**config.mk**
```make
export PLATFORM = sky130hd
export DESIGN_NAME = signed_divider_adapter
export DESIGN_NICKNAME = d
export VERILOG_FILES = /design/src/rtl/signed_divider_adapter.sv
export SDC_FILE = /design/constraint.sdc
export NUM_CORES = 1
export LEC_CHECK = 0
export CORE_MARGIN = 1
export CORE_UTILIZATION = 30
export DETAILED_ROUTE_END_ITERATION = 16
export PLACE_DENSITY = 0.54
export SLEW_MARGIN = 20
export SYNTH_ARGS = -nofsm -noshare
export SYNTH_HDL_FRONTEND = slang
export SYNTH_SLANG_ARGS = --single-unit
```
**constraint.sdc**
```tcl
create_clock -name clk_i -period 4.8 [get_ports clk_i]
set_input_delay 1.44 -clock clk_i [delete_from_list [all_inputs] [get_ports clk_i]]
set_output_delay 1.44 -clock clk_i [all_outputs]
set_load 0.02 [all_outputs]
```
**src/rtl/signed_divider_adapter.sv**
```systemverilog
// signed_divider_adapter: signed/unsigned request front end for the unsigned divider core
module signed_divider_adapter #(
  parameter int DATA_WIDTH = 16
) (
  input  logic                  clk_i,
  input  logic                  rst_i,
  input  logic                  clk_en_i,
  input  logic                  req_valid_i,
  output logic                  req_ready_o,
  input  logic [DATA_WIDTH-1:0] dividend_i,
  input  logic [DATA_WIDTH-1:0] divisor_i,
  input  logic                  signed_i,
  output logic [DATA_WIDTH-1:0] core_dividend_o,
  output logic [DATA_WIDTH-1:0] core_divisor_o,
  output logic                  core_valid_o,
  input  logic [DATA_WIDTH-1:0] core_quotient_i,
  input  logic [DATA_WIDTH-1:0] core_remainder_i,
  input  logic                  core_valid_i,
  output logic [DATA_WIDTH-1:0] quotient_o,
  output logic [DATA_WIDTH-1:0] remainder_o,
  output logic                  divide_by_zero_o,
  output logic                  overflow_o,
  output logic                  res_valid_o,
  input  logic                  res_ready_i
);
  localparam logic [DATA_WIDTH-1:0] MIN = {1'b1, {(DATA_WIDTH-1){1'b0}}};
  typedef enum logic [1:0] {S_IDLE, S_ISSUE, S_WAIT, S_HOLD} state_t;
  state_t state;
  logic neg_q, neg_r, neg_a, neg_b, dz, ov;
  always_comb begin
    neg_a = signed_i & dividend_i[DATA_WIDTH-1];
    neg_b = signed_i & divisor_i[DATA_WIDTH-1];
    dz    = divisor_i == '0;
    ov    = signed_i && dividend_i == MIN && divisor_i == '1;
  end
  always_ff @(posedge clk_i)
    if (rst_i) begin
      state            <= S_IDLE;
      req_ready_o      <= 1'b1;
      core_valid_o     <= 1'b0;
      res_valid_o      <= 1'b0;
      divide_by_zero_o <= 1'b0;
      overflow_o       <= 1'b0;
      quotient_o       <= '0;
      remainder_o      <= '0;
      core_dividend_o  <= '0;
      core_divisor_o   <= '0;
      neg_q            <= 1'b0;
      neg_r            <= 1'b0;
    end else if (clk_en_i)
      case (state)
        S_IDLE:
          if (req_valid_i) begin
            req_ready_o      <= 1'b0;
            divide_by_zero_o <= dz;
            overflow_o       <= ov;
            if (dz || ov) begin
              quotient_o  <= dz ? '1 : MIN;
              remainder_o <= dz ? dividend_i : '0;
              res_valid_o <= 1'b1;
              state       <= S_HOLD;
            end else begin
              core_dividend_o <= neg_a ? -dividend_i : dividend_i;
              core_divisor_o  <= neg_b ? -divisor_i : divisor_i;
              neg_q           <= neg_a ^ neg_b;
              neg_r           <= neg_a;
              core_valid_o    <= 1'b1;
              state           <= S_ISSUE;
            end
          end
        S_ISSUE: begin
          core_valid_o <= 1'b0;
          state        <= S_WAIT;
        end
        S_WAIT:
          if (core_valid_i) begin
            quotient_o  <= neg_q ? -core_quotient_i : core_quotient_i;
            remainder_o <= neg_r ? -core_remainder_i : core_remainder_i;
            res_valid_o <= 1'b1;
            state       <= S_HOLD;
          end
        default:
          if (res_ready_i) begin
            res_valid_o <= 1'b0;
            req_ready_o <= 1'b1;
            state       <= S_IDLE;
          end
      endcase
endmodule

```
* After elaboration in Yosys (flattened, before gate mapping) *
Cells that the tools add are included.

word-level totals
  word-level logic and storage cells = 78
  flip-flop bits (word level) = 73
  output and inout bits = 69

cells by class
  reduce and logical (&&, ||, !) cells = 18
  add/subtract/negate cells = 4
  bitwise gates (word level) = 6
  muxes and demuxes = 30
  equal/unequal tests = 8

operator list
  cell                    count
  $mux W16                11
  $neg A16 Y16            4
  $pmux W16 S2            2
  $eq A16 B16 Y1 const B  2
  $logic_not A16 Y1       1
  $reduce_and A4 Y1       4
  $mux W15                1
  $mux W1                 8
  $mux W2                 4
  $ne A2 B2 Y1 const B    4
  $pmux W2 S3             1
  $reduce_and A6 Y1       1
  $reduce_bool A2 Y1      3
  $reduce_and A5 Y1       1
  $pmux W1 S2             2
  $reduce_bool A4 Y1      1
  $not A1 Y1              3
  $pmux W1 S3             1
  $reduce_and A3 Y1       1
  $reduce_bool A3 Y1      1
  $and A1 B1 Y1           2
  $eq A2 B1 Y1 const B    1
  $eq A2 B2 Y1 const B    1
  $logic_and A1 B1 Y1     2
  4 further kinds         4

* Depth between registers and ports, before layout *
Gate-level depths: netlist of run 1.

  word-level depth = 7
  mapped depth = 11

* Worst setup path before layout of run 1 *
No wires, ideal clock.

  path kind = input to register
  start point = in divisor_i[0]
  end point = reg core_dividend_o[8]
  library setup time = 0.145 ns
  data arrival time = 3.650 ns
  required time = 4.655 ns
  cell stages on the path = 11
  slack = 1.005 ns
  cells stage by stage = inv_1 > ha_1 > or3b_1 > or4_4 > or3_1 > buf_2 > and3_1 > buf_2 > clkbuf_1 > nor2_1 > a211oi_2

between the ends
  cells in the longest elaborated chain, start to end = 5
  elaborated cells between the ends (all ways) = 6

RTL lines
  element                          line  text
  start: declaration               11    input logic [DATA_WIDTH-1:0] divisor_i,
  $eq A16 B16 Y1                   34    ov = signed_i && dividend_i == MIN && divisor_i == '1;
  $logic_and A1 B1 Y1              34
  $logic_or A1 B1 Y1 (*)           57    if (dz || ov) begin
  $not A1 Y1 (no line) (*)         --
  $reduce_and A4 Y1 (no line) (*)  --
  end signal: assignment           63    core_dividend_o <= neg_a ? -dividend_i : dividend_i;
  end: declaration                 13    output logic [DATA_WIDTH-1:0] core_dividend_o,

Mark *: on every way between the ends. The rest lies on a longest branch, timed or not.
A chain may end at the register's enable or synchronous reset.

* Final worst setup path of run 1 *
  start point = in divisor_i[1]
  end point = reg quotient_o[9]

between the ends
  cells in the longest elaborated chain, start to end = 5
  elaborated cells between the ends (all ways) = 10

RTL lines
  element                                              line    text
  $logic_not A16 Y1 or $eq A16 B16 Y1 (tied branches)  33, 34
  $mux W15 or $logic_and A1 B1 Y1 (tied branches)      58, 34
  $mux W16 or $logic_or A1 B1 Y1 (tied branches)       57
  $mux W16 or $ne A2 B2 Y1 (tied branches)             --
  $pmux W16 S2 or $reduce_and A5 Y1 (tied branches)    --
  end signal: assignment                               58      quotient_o <= dz ? '1 : MIN;
  end signal: assignment                               77      quotient_o <= neg_q ? -core_quotient_i : core_quotient_i;
  end: declaration                                     19      output logic [DATA_WIDTH-1:0] quotient_o,

Parallel ways exist; a longest one is shown, timed or not. The select of a mux whose other input is x is not followed.

==> results of run 1 <==
logic make-up (layout without fill, tap and decap cells):
logic type               count (synthesis)  count (layout)  synth area share [%]
AO/OA/AOI/OAI                          156             156                  28.1
multiplexers                             5               5                  1.21
XOR/XNOR                                55              55                  11.1
AND/OR/NAND/NOR                        166             166                  18.0
adder cells (fa/ha/maj)                  9               9                  2.59
flip-flops                              73              73                  33.6
buffers and inverters                   51             173                  5.35
registers in the layout (all words and copies together) (netlist names), 2 cells and up:
| register | count |
|---|---|
| core_divisor_o | 16 |
| core_dividend_o | 16 |
| quotient_o | 16 |
| remainder_o | 16 |
| state | 2 |
area by class of cell:
| cell class | count | share of cell area, % |
|---|---|---|
| multi-input combinational | 391 | 43.5 |
| sequential | 73 | 23.9 |
| timing repair buffer | 145 | 23.9 |
| clock buffer | 12 | 4.03 |
| tap | 180 | 3.69 |
| inverter | 15 | 0.922 |
| clock inverter | 1 | 0.0819 |
metal layers:
layer	up-vias	part of all wire, %	track usage (%)
li1	2099	-	-
met1	1922	45	22.7
met2	137	47	28.2
met3	14	6.3	3.86
met4	0	1.6	6.94
met5	-	0	0
power breakdown:
| group | leakage, nW | internal (mW) | switching, mW | total (mW) |
|---|---|---|---|---|
| combinational | 1.24 | 0.264 | 0.308 | 0.573 |
| clock | 0.124 | 0.354 | 0.241 | 0.596 |
| sequential | 0.596 | 0.666 | 0.0361 | 0.702 |
| total | 1.96 | 1.28 | 0.585 | 1.87 |
per-stage QoR:
step	hold slack, ps	cells	total power [mW]	utilization [%]	setup slack, ps
3_3_place_gp	444	804	1.28	41.9	390
5_1_grt	477	817	1.96	43.7	494
4_1_cts	457	817	1.89	43.7	667
3_5_place_dp	449	804	1.29	41.9	297
6_report	455	817	1.87	43.7	655
2_1_floorplan	483	515	1.04	-	1010
cell usage in the layout, fill, tap and decap left out, types with 10 or more instances in the layout:
| master | count |
|---|---|
| clkdlybuf4s50_1 | 138 |
| o21ai_0 | 14 |
| xnor2_1 | 39 |
| a21oi_1 | 33 |
| nand2_1 | 27 |
| o41ai_1 | 10 |
| nor2_1 | 74 |
| a211oi_1 | 26 |
| a211oi_2 | 28 |
| inv_1 | 15 |
| dfxtp_1 | 73 |
| xor2_1 | 16 |
| a22oi_1 | 14 |
| o31ai_1 | 16 |
worst max path at each step:
| stage | to | slack [ps] | depth (start not counted) |
|---|---|---|---|
| floorplan | core_dividend_o[8] | 1010 | 11 |
| finish | quotient_o[9] | 660 | 10 |
| CTS | quotient_o[9] | 670 | 10 |
| global placement | remainder_o[0] | 390 | 10 |
| detailed placement | quotient_o[9] | 300 | 10 |
| global route | remainder_o[4] | 490 | 10 |
worst max-delay path, delay by kind of cell:
| family | cells | cell delay [ps] |
|---|---|---|
| AOI/OAI and AO/OA | 2 | 470 |
| buffers and inverters | 3 | 800 |
| and+or+nand+nor | 4 | 1500 |
| adders and majority gates | 1 | 150 |
==> results.json, run 1 <==
{
  "syn_nets": 595,
  "r2r-start": "state[0]",
  "worstHoldPathCells": 2,
  "seq_area_frac_synth_pct": 33.6,
  "p_leak_nw": 1.96,
  "ys_ff_latch": 73,
  "rsz0062_at_grt": "false",
  "tightest_slew_ps": 966,
  "period_minus_slack_ps": 4140,
  "critPathArrivalTime_ps": 4390,
  "via_per_inst": 5.11,
  "r2r_end": "quotient_o[9]",
  "syn2layout_area_growth_pct": 40.6,
  "crit_slowest_cell": "or4_4",
  "grt_usage_pct": 17.6,
  "netlist_area_sq_mm": 0.00435,
  "design_area_sq_mm": 0.00611,
  "antenna_found_initial": 0,
  "finalMaxSlewViolations": 0,
  "numClockSinks": 73,
  "routabilityCongestion": 0.895,
  "crit_start": "divisor_i[1]",
  "htreeDepth": 3,
  "hold_start": "core_divisor_o[0]",
  "grt_pass1_wl_mm": 20.3,
  "post_cts_buffers": 0,
  "coreArea_sq_mm": 0.0140,
  "cap_violations": 0,
  "grt_max_degree": 74,
  "synthCells": 515,
  "r2r_cells": 8,
  "min_path_type": "flip-flop to flip-flop",
  "clk_path_buf_depth": 2,
  "cpPeakStageDelay_ps": 530,
  "slew_headroom_pct": 35.6,
  "grt_pass1_vias": 3917,
  "synth_top_area_share_pct": 33.6,
  "fin_worst_skew_ps": 3.17,
  "crit_chain": "clkdlybuf4s50_1 > inv_1 > ha_1 > or3b_1 > or4_4 > or3_1 > a31oi_4 > buf_12 > nor2_1 > a211oi_2",
  "whs_endpoint": "core_divisor_o[0]",
  "power_density_mw_per_mm2": 306,
  "drc": 0,
  "nets": 715,
  "first_pass_iters": 4,
  "synth_edf_count": 0,
  "required_ps": 5040,
  "ant_nets": 0,
  "period_share_pct": 86.4,
  "rows": 43,
  "hold_viol_final": 0,
  "setup_tns_ps": 0,
  "fill_cells": 1411,
  "clkLatencyLatePin_ps": 330,
  "portBuffers": 139,
  "drtIter0Drc": 214,
  "wirelength_mm": 13.1,
  "diodes": 0,
  "place_area_sq_mm": 0.00586,
  "cts_resized": 0,
  "wl_per_cell_microns": 16.0,
  "synthFlopType": "dfxtp_1",
  "grt_overflow": 0,
  "synth-async-reset-ratio_pct": 0,
  "fmax_mhz": 241,
  "initial_core_util_pct": 31.1,
  "tritoncts": "yes",
  "synth_cell_types": 43,
  "seq_area_sq_mm": 0.00146,
  "netlist_top_cells_area": "dfxtp_1 (34%), a211oi_2 (8.1%), xnor2_1 (7.9%)",
  "status": "complete, no violations",
  "critical_path_class": "primary input to flip-flop",
  "cts_root_buf": "clkbuf_16",
  "multiInputGateArea_sq_mm": 0.00266,
  "cp_max_fo": 64,
  "num_vias": 4172,
  "fp.dieArea_sq_mm": 0.0150,
  "layout-drive-gt1-share_pct": 8.79,
  "synthTopCellsByCount": "nor2_1 (75), dfxtp_1 (73), xnor2_1 (39)",
  "setup_violations": 0,
  "syn_avg_cell_area_sq_um": 8.44,
  "yosysWarnings": 0,
  "dp_hpwl_mm": 9.53,
  "yosysTopAreaCell": "dfxtp_1",
  "io_pins": 140,
  "cts_hold_buf": 0,
  "worst_setup_path_start_kind": "primary input",
  "ir_drop_uv": 160,
  "cts_inserted_buffers": 9,
  "cp-end-kind": "flip-flop",
  "rrSetupSlack_ps": 2460,
  "die_w_microns": 122,
  "synth_most_common_cell": "nor2_1",
  "cts.clk_slew.worst_paths_ps": 50,
  "die_h_microns": 122
}
(Power assumes the default switching activity.)
==> run 2: changes to the inputs <==
SETUP_SLACK_MARGIN = 0.02   (was not set)
==> results of run 2 <==
No change in the layout: final DEF, timing and power equal those of run 1.
